===== config.mk =====
export PLATFORM = sky130hd
export DESIGN_NAME = data_mem_responder
export DESIGN_NICKNAME = d
export VERILOG_FILES = /design/src/rtl/mem_pkg.sv /design/src/rtl/sync_2ff.sv /design/src/rtl/data_mem_responder.sv
export SDC_FILE = /design/constraint.sdc
export NUM_CORES = 2
export LEC_CHECK = 0
export BUFFER_PORTS_ARGS = -buffer_cell sky130_fd_sc_hd__buf_4
export CORE_MARGIN = 1
export CORE_UTILIZATION = 60
export DETAILED_ROUTE_END_ITERATION = 16
export GPL_TIMING_DRIVEN = 1
export HOLD_SLACK_MARGIN = 0.03
export MAX_ROUTING_LAYER = met4
export PLACE_DENSITY = 0.76
export SLEW_MARGIN = 20
export SYNTH_ARGS = -nofsm -noshare
export SYNTH_HDL_FRONTEND = slang
export SYNTH_SLANG_ARGS = --single-unit

===== constraint.sdc =====
create_clock -name clk -period 4.3 [get_ports clk]
set_input_delay 0.645 -clock clk [delete_from_list [all_inputs] [get_ports clk]]
set_output_delay 0.645 -clock clk [all_outputs]
set_load 0.01 [all_outputs]

===== src/rtl/mem_pkg.sv =====
// Shared types for the data memory responder.
// FSM states, decode classes and I/O register offsets.
package mem_pkg;

    typedef enum logic [1:0] {
        IDLE,
        WAIT,
        RESP
    } state_t;

    typedef enum logic [1:0] {
        DEC_RAM,
        DEC_IO_OUT,
        DEC_IO_IN,
        DEC_ERR
    } dec_t;

    localparam logic [31:0] IO_OUT_OFS = 32'd0;
    localparam logic [31:0] IO_IN_OFS  = 32'd4;

endpackage


===== src/rtl/sync_2ff.sv =====
// Two-flop synchronizer for asynchronous board inputs.
// Output lags the input by two rising edges.
module sync_2ff #(
    parameter int W = 8
) (
    input  logic         clk,
    input  logic         rst,
    input  logic [W-1:0] d_i,
    output logic [W-1:0] q_o
);

    logic [W-1:0] s1_q;
    logic [W-1:0] s2_q;

    always_ff @(posedge clk or negedge rst) begin
        if (!rst) begin
            s1_q <= '0;
            s2_q <= '0;
        end else begin
            s1_q <= d_i;
            s2_q <= s1_q;
        end
    end

    assign q_o = s2_q;

endmodule


===== src/rtl/data_mem_responder.sv =====
// Load/store port responder: word RAM plus two-register I/O window,
// req/ack handshake with a fixed number of wait states.
module data_mem_responder
    import mem_pkg::*;
#(
    parameter int          DEPTH       = 64,
    parameter int          WAIT_STATES = 1,
    parameter logic [31:0] IO_BASE     = 32'h0000_0400,
    parameter int          IO_W        = 8
) (
    input  logic            clk,
    input  logic            rst,
    input  logic            req,
    input  logic            we,
    input  logic [31:0]     addr,
    input  logic [31:0]     wdata,
    output logic [31:0]     rdata,
    output logic            ack,
    output logic            err,
    input  logic [IO_W-1:0] io_in,
    output logic [IO_W-1:0] io_out
);

    localparam int          AW          = $clog2(DEPTH);
    localparam logic [31:0] RAM_BYTES   = 32'(DEPTH * 4);
    localparam logic [31:0] IO_OUT_ADDR = IO_BASE + IO_OUT_OFS;
    localparam logic [31:0] IO_IN_ADDR  = IO_BASE + IO_IN_OFS;

    state_t          state_q, state_d;
    logic [3:0]      cnt_q, cnt_d;
    logic            we_q;
    logic [31:0]     addr_q;
    logic [31:0]     wdata_q;
    logic [31:0]     rdata_q, rdata_d;
    logic            ack_q, ack_d;
    logic            err_q, err_d;
    logic [IO_W-1:0] io_out_q, io_out_d;
    logic [IO_W-1:0] io_sync;
    logic [31:0]     mem_q [DEPTH];

    dec_t            dec;
    logic            capture;
    logic            commit;
    logic            ram_we;
    logic [AW-1:0]   widx;

    sync_2ff #(
        .W(IO_W)
    ) u_sync (
        .clk (clk),
        .rst (rst),
        .d_i (io_in),
        .q_o (io_sync)
    );

    // Misalignment wins over every mapped region.
    always_comb begin
        dec = DEC_ERR;
        if (addr_q[1:0] != 2'b00) begin
            dec = DEC_ERR;
        end else if (addr_q < RAM_BYTES) begin
            dec = DEC_RAM;
        end else if (addr_q == IO_OUT_ADDR) begin
            dec = DEC_IO_OUT;
        end else if (addr_q == IO_IN_ADDR) begin
            dec = we_q ? DEC_ERR : DEC_IO_IN;
        end
    end

    assign capture = (state_q == IDLE) && req;
    assign commit  = (state_q == WAIT) && (cnt_q == 4'd0);
    assign ram_we  = commit && we_q && (dec == DEC_RAM);
    assign widx    = addr_q[AW+1:2];

    always_comb begin
        state_d  = state_q;
        cnt_d    = cnt_q;
        rdata_d  = rdata_q;
        ack_d    = 1'b0;
        err_d    = 1'b0;
        io_out_d = io_out_q;
        unique case (state_q)
            IDLE: begin
                if (req) begin
                    state_d = WAIT;
                    cnt_d   = 4'(WAIT_STATES);
                end
            end
            WAIT: begin
                if (cnt_q != 4'd0) begin
                    cnt_d = cnt_q - 4'd1;
                end else begin
                    state_d = RESP;
                    ack_d   = 1'b1;
                    unique case (dec)
                        DEC_RAM: begin
                            if (!we_q) rdata_d = mem_q[widx];
                        end
                        DEC_IO_OUT: begin
                            if (we_q) io_out_d = wdata_q[IO_W-1:0];
                            else      rdata_d  = 32'(io_out_q);
                        end
                        DEC_IO_IN: begin
                            rdata_d = 32'(io_sync);
                        end
                        default: begin
                            rdata_d = '0;
                            err_d   = 1'b1;
                        end
                    endcase
                end
            end
            RESP: begin
                state_d = IDLE;
            end
            default: begin
                state_d = IDLE;
            end
        endcase
    end

    always_ff @(posedge clk or negedge rst) begin
        if (!rst) begin
            state_q  <= IDLE;
            cnt_q    <= '0;
            rdata_q  <= '0;
            ack_q    <= 1'b0;
            err_q    <= 1'b0;
            io_out_q <= '0;
        end else begin
            state_q  <= state_d;
            cnt_q    <= cnt_d;
            rdata_q  <= rdata_d;
            ack_q    <= ack_d;
            err_q    <= err_d;
            io_out_q <= io_out_d;
        end
    end

    always_ff @(posedge clk or negedge rst) begin
        if (!rst) begin
            we_q    <= 1'b0;
            addr_q  <= '0;
            wdata_q <= '0;
        end else if (capture) begin
            we_q    <= we;
            addr_q  <= addr;
            wdata_q <= wdata;
        end
    end

    // RAM contents survive reset.
    always_ff @(posedge clk) begin
        if (ram_we) mem_q[widx] <= wdata_q;
    end

    assign rdata  = rdata_q;
    assign ack    = ack_q;
    assign err    = err_q;
    assign io_out = io_out_q;

endmodule

-- Yosys cells after proc, flatten, opt, wreduce, memory -nomap -nowiden
Memories as Yosys holds them, arrays and structs flattened.
Index checks and enable logic that the tools add are counted.
- add/subtract/negate cells: 1
- magnitude comparators: 1
- eq/ne operators: 10
- multiplexer cells: 21
- bitwise gates (word level): 1
- reduce and logical (&&, ||, !) cells: 15
- operator list (operator ; count):
    case mux 32 bit (3 select lines) ; 1
    equality test 32 x 11 -> 1 bit (second input constant) ; 2
    two-way mux 32 bit ; 2
    < comparator 32 x 9 -> 1 bit (second input constant) ; 1
    two-way mux 2 bit ; 5
    two-way mux 1 bit ; 9
    two-way mux 4 bit ; 2
    != test 2 bit (second input constant) ; 4
    case mux 4 bit (2 select lines) ; 1
    AND reduction 4 bit ; 2
    equality test 2 x 1 -> 1 bit (second input constant) ; 2
    logical AND 1 bit ; 4
    logical NOT 2 bit ; 2
    logical NOT 4 bit ; 1
    case mux 2 bit (2 select lines) ; 1
    nonzero test 2 bit ; 2
    nonzero test 4 bit ; 1
    subtractor 4 x 1 -> 4 bit (second input constant) ; 1
    AND reduction 3 bit ; 1
    OR reduction 3 bit ; 1
    equality test 2 bit (second input constant) ; 1
    != test 2 x 1 -> 1 bit (second input constant) ; 1
    AND reduction 2 bit ; 1
    NOT 1 bit ; 1
- bits in registers: 129
- bits in writable memories: 2048
- input bits: 76
- output and inout port bits: 42
- logic and storage cells: 61
- memories: 1
- memories (name ; words ; bits a word ; rd ports ; clocked after memory_dff ; wr ports ; RTL line ; RTL):
    mem_q ; 64 ; 32 ; 1 ; 0 ; 1 ; data_mem_responder.sv:39 ; logic [31:0] mem_q [DEPTH];

-- Logic depth before layout (Yosys ltp)
- depth in word-level cells: 10
- depth in mapped cells: 11
- depth with buffers taken out: 9

-- Cells and area by module
A second synthesis with hierarchy kept.
- cell total of the unflattened synthesis: 3740
- area total of the unflattened synthesis: 82392.8 um^2
- modules (own cells, without submodules) (module ; instances ; cells each ; area each (um^2) ; sequential area each (um^2)):
    data_mem_responder ; 1 ; 3724 ; 81992.4 ; 64326.7
    sync_2ff ; 1 ; 16 ; 400.4 ; 400.4

-- Worst setup path before layout
No wires, ideal clock.
- kind: register to register
- from: register cnt_q[0]
- to: memory mem_q[32][0] (enable)
- setup time: 421 ps
- data arrival time: 3173 ps
- required time: 3879 ps
- path slack: 705 ps
- cell stages (with the launch flop): 9
- buffers on the path: 0
- clock period less this slack: 3595 ps
- path through: dfrtp_1 -> inv_1 -> ha_1 -> nor3b_1 -> nand2_1 -> nor3_2 -> and3_1 -> nand2_1 -> nor2_1
- word-level cells in the longest chain between the ends: 6
- ends and longest elaborated chain (element ; RTL line ; RTL):
    start, declared ; data_mem_responder.sv:30 ; logic [3:0] cnt_q, cnt_d;
    start signal, assigned ; data_mem_responder.sv:132 ; cnt_q <= cnt_d;
    logical NOT 4 bit ; data_mem_responder.sv:71 ; assign commit = (state_q == WAIT) && (cnt_q == 4'd0);
    logical AND 1 bit ; data_mem_responder.sv:71 ;
    logical AND 1 bit (2 in series) ; data_mem_responder.sv:72 ; assign ram_we = commit && we_q && (dec == DEC_RAM);
    two-way mux 1 bit ; data_mem_responder.sv:154 ; if (ram_we) mem_q[widx] <= wdata_q;
    two-way mux 1 bit (not written as such) ; data_mem_responder.sv:154 ;
    end, declared ; data_mem_responder.sv:39 ;
Every way passes these cells.

-- Worst setup path in the final report
- from: register addr_q[2]
- to: register rdata_q[22] (netlist: rdata[22])
- word-level cells in the longest chain between the ends: 8
- elaborated cells between the ends (all ways): 16
- classes of those cells: order compare: 1; eq/ne: 6; mux: 6; reduce/logical: 2; memory: 1
- ends and longest elaborated chain (element ; RTL line ; RTL):
    start, declared ; data_mem_responder.sv:32 ; logic [31:0] addr_q;
    start signal, assigned ; data_mem_responder.sv:147 ; addr_q <= addr;
    parallel branches: the longest is 8 deep, another holds < comparator 32 x 9 -> 1 bit ; - ;
    end signal, assigned ; data_mem_responder.sv:133 ; rdata_q <= rdata_d;
    end, declared ; data_mem_responder.sv:34 ; logic [31:0] rdata_q, rdata_d;
Several ways; the timed one is not identified. The select of a mux whose other input is x is not followed.
A chain may end at the register's enable or synchronous reset.

==> run metrics <==
Multi-input gate area 0.0175 mm^2; Worst EP required 5.03 ns; crit path to rdata[22]; status finished clean; Post-DP HPWL 130000 um; Hold Path Cell Cnt 3; first-pass GRT wire length 319000 um; RSZ-0062 raised after global routing false; die height 374 um; starting density of the core 60.8%; First-pass DRT Iterations 6; Critical Path Start Type flop; worst path bufs/invs 2; proportion of layout cells with a drive suffix above 1 30.2%; CTS root buf clkbuf_16; R2R Setup Slk 0.26 ns; # port buffers 117; DR vias 43600; Post-Syn Instances 3753; Die Area 0.140 mm^2; Post-synth EDFFs 2048; clk_skew 0.0342 ns; Final nets 4250; DRC errors left 0; fin. max-slew vios 0; Crit Path Max Fanout 35; Final Power 64.1 mW; fill count 7703; largest net degree at the start of global routing 92; CTS Buf Count 203; R2R cell count 6; Clock Latency Late Sink 0.86 ns; register area share after synthesis 78.1%; CTS tree built; syn avg cell area 22.1 um^2; worst vdd ir 0.750 mV; count of different cell masters after synthesis 74; cell area after layout 0.0953 mm^2; register area 0.0648 mm^2; Worst Setup SP addr_q[2]; cell family with the largest share of critical-path delay compound AO/OA/AOI/OAI gates; Max Clk Rate 248 MHz; CP arrival 4.77 ns; top-count cell post-synth edfxtp_1; worst r2r dst rdata[22]; final worst path period need 4.04 ns; P_leak 30.4 nW; initial antenna violation count 10; period utilisation layout 93.8%; gp weighted congestion 0.902; Yosys reg bits 2177; CP Class reg -> reg; Worst setup EP type flop; post-synthesis async set-or-reset flop share 5.93%; Clock Sinks 2177; Final Setup Violations 0; Max clock buf depth 3; max incr delay on CP 0.90 ns; CTS resizes 0; mapped cell area 0.0829 mm^2; max_slew headroom 27.4%; Setup TNS Final 0 ns; initial DRC count 7181; Row Count 135; final hold violations 0; die width 374 um; WHS 0.0765 ns; HP Class in -> reg; r2r startpoint addr_q[2]; # IOs 118; Post-DP Area 0.0878 mm^2; GRT overflow 0; Post-DRT Antenna Nets 0; routed len/inst 36.8 um; vias per cell 7.10; gr usage total 33.7%; Layout area overhead 15.0%; Syn Nets 3831; commonest cells in the netlist edfxtp_1 (2048), mux4_2 (484), dfrtp_1 (129); final WL 226000 um; CP cell instances buf_12 -> buf_4 -> mux4_2 -> a221oi_1 -> a22oi_1 -> a32o_1; Max H-tree Level 4; vias in the first global route 42900; CP max stage cell a221oi_1; Synth area leader edfxtp_1; PD cells 673 mW/mm^2; top post-synthesis cells by area edfxtp_1 (74%), mux4_2 (13%), dfrtp_1 (3.9%), mux2i_1 (1.2%), mux2_2 (0.98%); post-synth top area share 74.2%; number of max-cap violations 0; area of the core 0.136 mm^2; Main synth FF type edfxtp_1; Ys Warns 0; register clock-pin slew on the reported worst setup and hold paths 0.06 ns; Worst Tran Pin Value 1.08 ns; cell depth of the worst setup path 6
[kinds of logic after synthesis]
kind of cell             after synthesis  synth area share, %
AO/OA/AOI/OAI                        386                 3.29
XOR/XNOR                               2               0.0211
adder cells (fa/ha/maj)                2               0.0302
buffers and inverters                218                 1.41
flip-flops                          2177                 78.1
multiplexers                         657                 15.4
AND/OR/NAND/NOR                      311                 1.79
[cell usage in the layout, fill, tap and decap left out, types with 34 or more instances in the layout]
cell type         n
edfxtp_1       2048
mux4_2          484
buf_4           296
clkbuf_16       210
mux2i_1         101
dfrtp_1          92
nand2_1          83
a22oi_1          78
mux2_2           72
dlygate4sd3_1    71
nor2_4           65
o22ai_1          63
a21oi_1          60
buf_12           53
clkbuf_1         49
clkinv_1         44
nor2_1           39
o21ai_0          34
[cell type report]
cell class | instances | area share (%)
flip-flops and latches | 2177 | 68.0
inverters | 11 | 0.0446
diodes | 21 | 0.0551
repair buffers | 421 | 4.20
clock buffers | 269 | 5.85
clock inverters | 110 | 1.13
well taps | 1781 | 2.34
multi-input cells | 1358 | 18.4
[sequential cells by signal, indices dropped and copies added (netlist names), 2 cells and up]
name,flops
u_sync.s1_q,8
state_q,2
wdata_q,32
io_out,8
addr_q,32
mem_q,2048
u_sync.q_o,8
cnt_q,4
rdata,32
[per-stage QoR]
stage / util [%] / cells / setup WS [ns]
global placement: 64.4 / 5677 / 0.615
global route: 69.9 / 6147 / 0.265
floorplan: - / 3753 / 0.705
finish: 69.9 / 6148 / 0.264
CTS: 69.8 / 6127 / 0.562
detailed placement: 64.4 / 5677 / 0.585
[what timing repair did]
item                                    CTS  global route
setup buffers                             0             0
hold buffers                             71             0
endpoints found under the setup margin    0             0
endpoints found under the hold margin   130             0
[worst min-delay path by stage]
stage / from / endpoint
after detailed placement: u_sync.s1_q[3] / u_sync.q_o[3]
after global placement: u_sync.s1_q[3] / u_sync.q_o[3]
after global routing: addr[6] / addr_q[6]
after floorplan: u_sync.s1_q[0] / u_sync.q_o[0]
final: addr[10] / addr_q[10]
after CTS: addr[10] / addr_q[10]
[routing by layer]
metal | wire length (um) | up-vias | global-route usage (%)
li1 | - | 16800 | -
met1 | 79000 | 22500 | 45.6
met4 | 9050 | 0 | 11.9
met2 | 105000 | 3720 | 49.4
met3 | 33700 | 578 | 10.2
met5 | 0 | - | -
[tightest hold or removal path, stage by stage]
cell and delay (ns):
buf_4 0.08, nand2_1 0.05, o21ai_0 0.08
[power breakdown]
part,switching [mW],internal (mW)
clock,7.70,10.3
combinational,10.4,6.59
sequential,2.38,26.7
total,20.5,43.6
No activity file was read; power rests on OpenSTA's default activity.
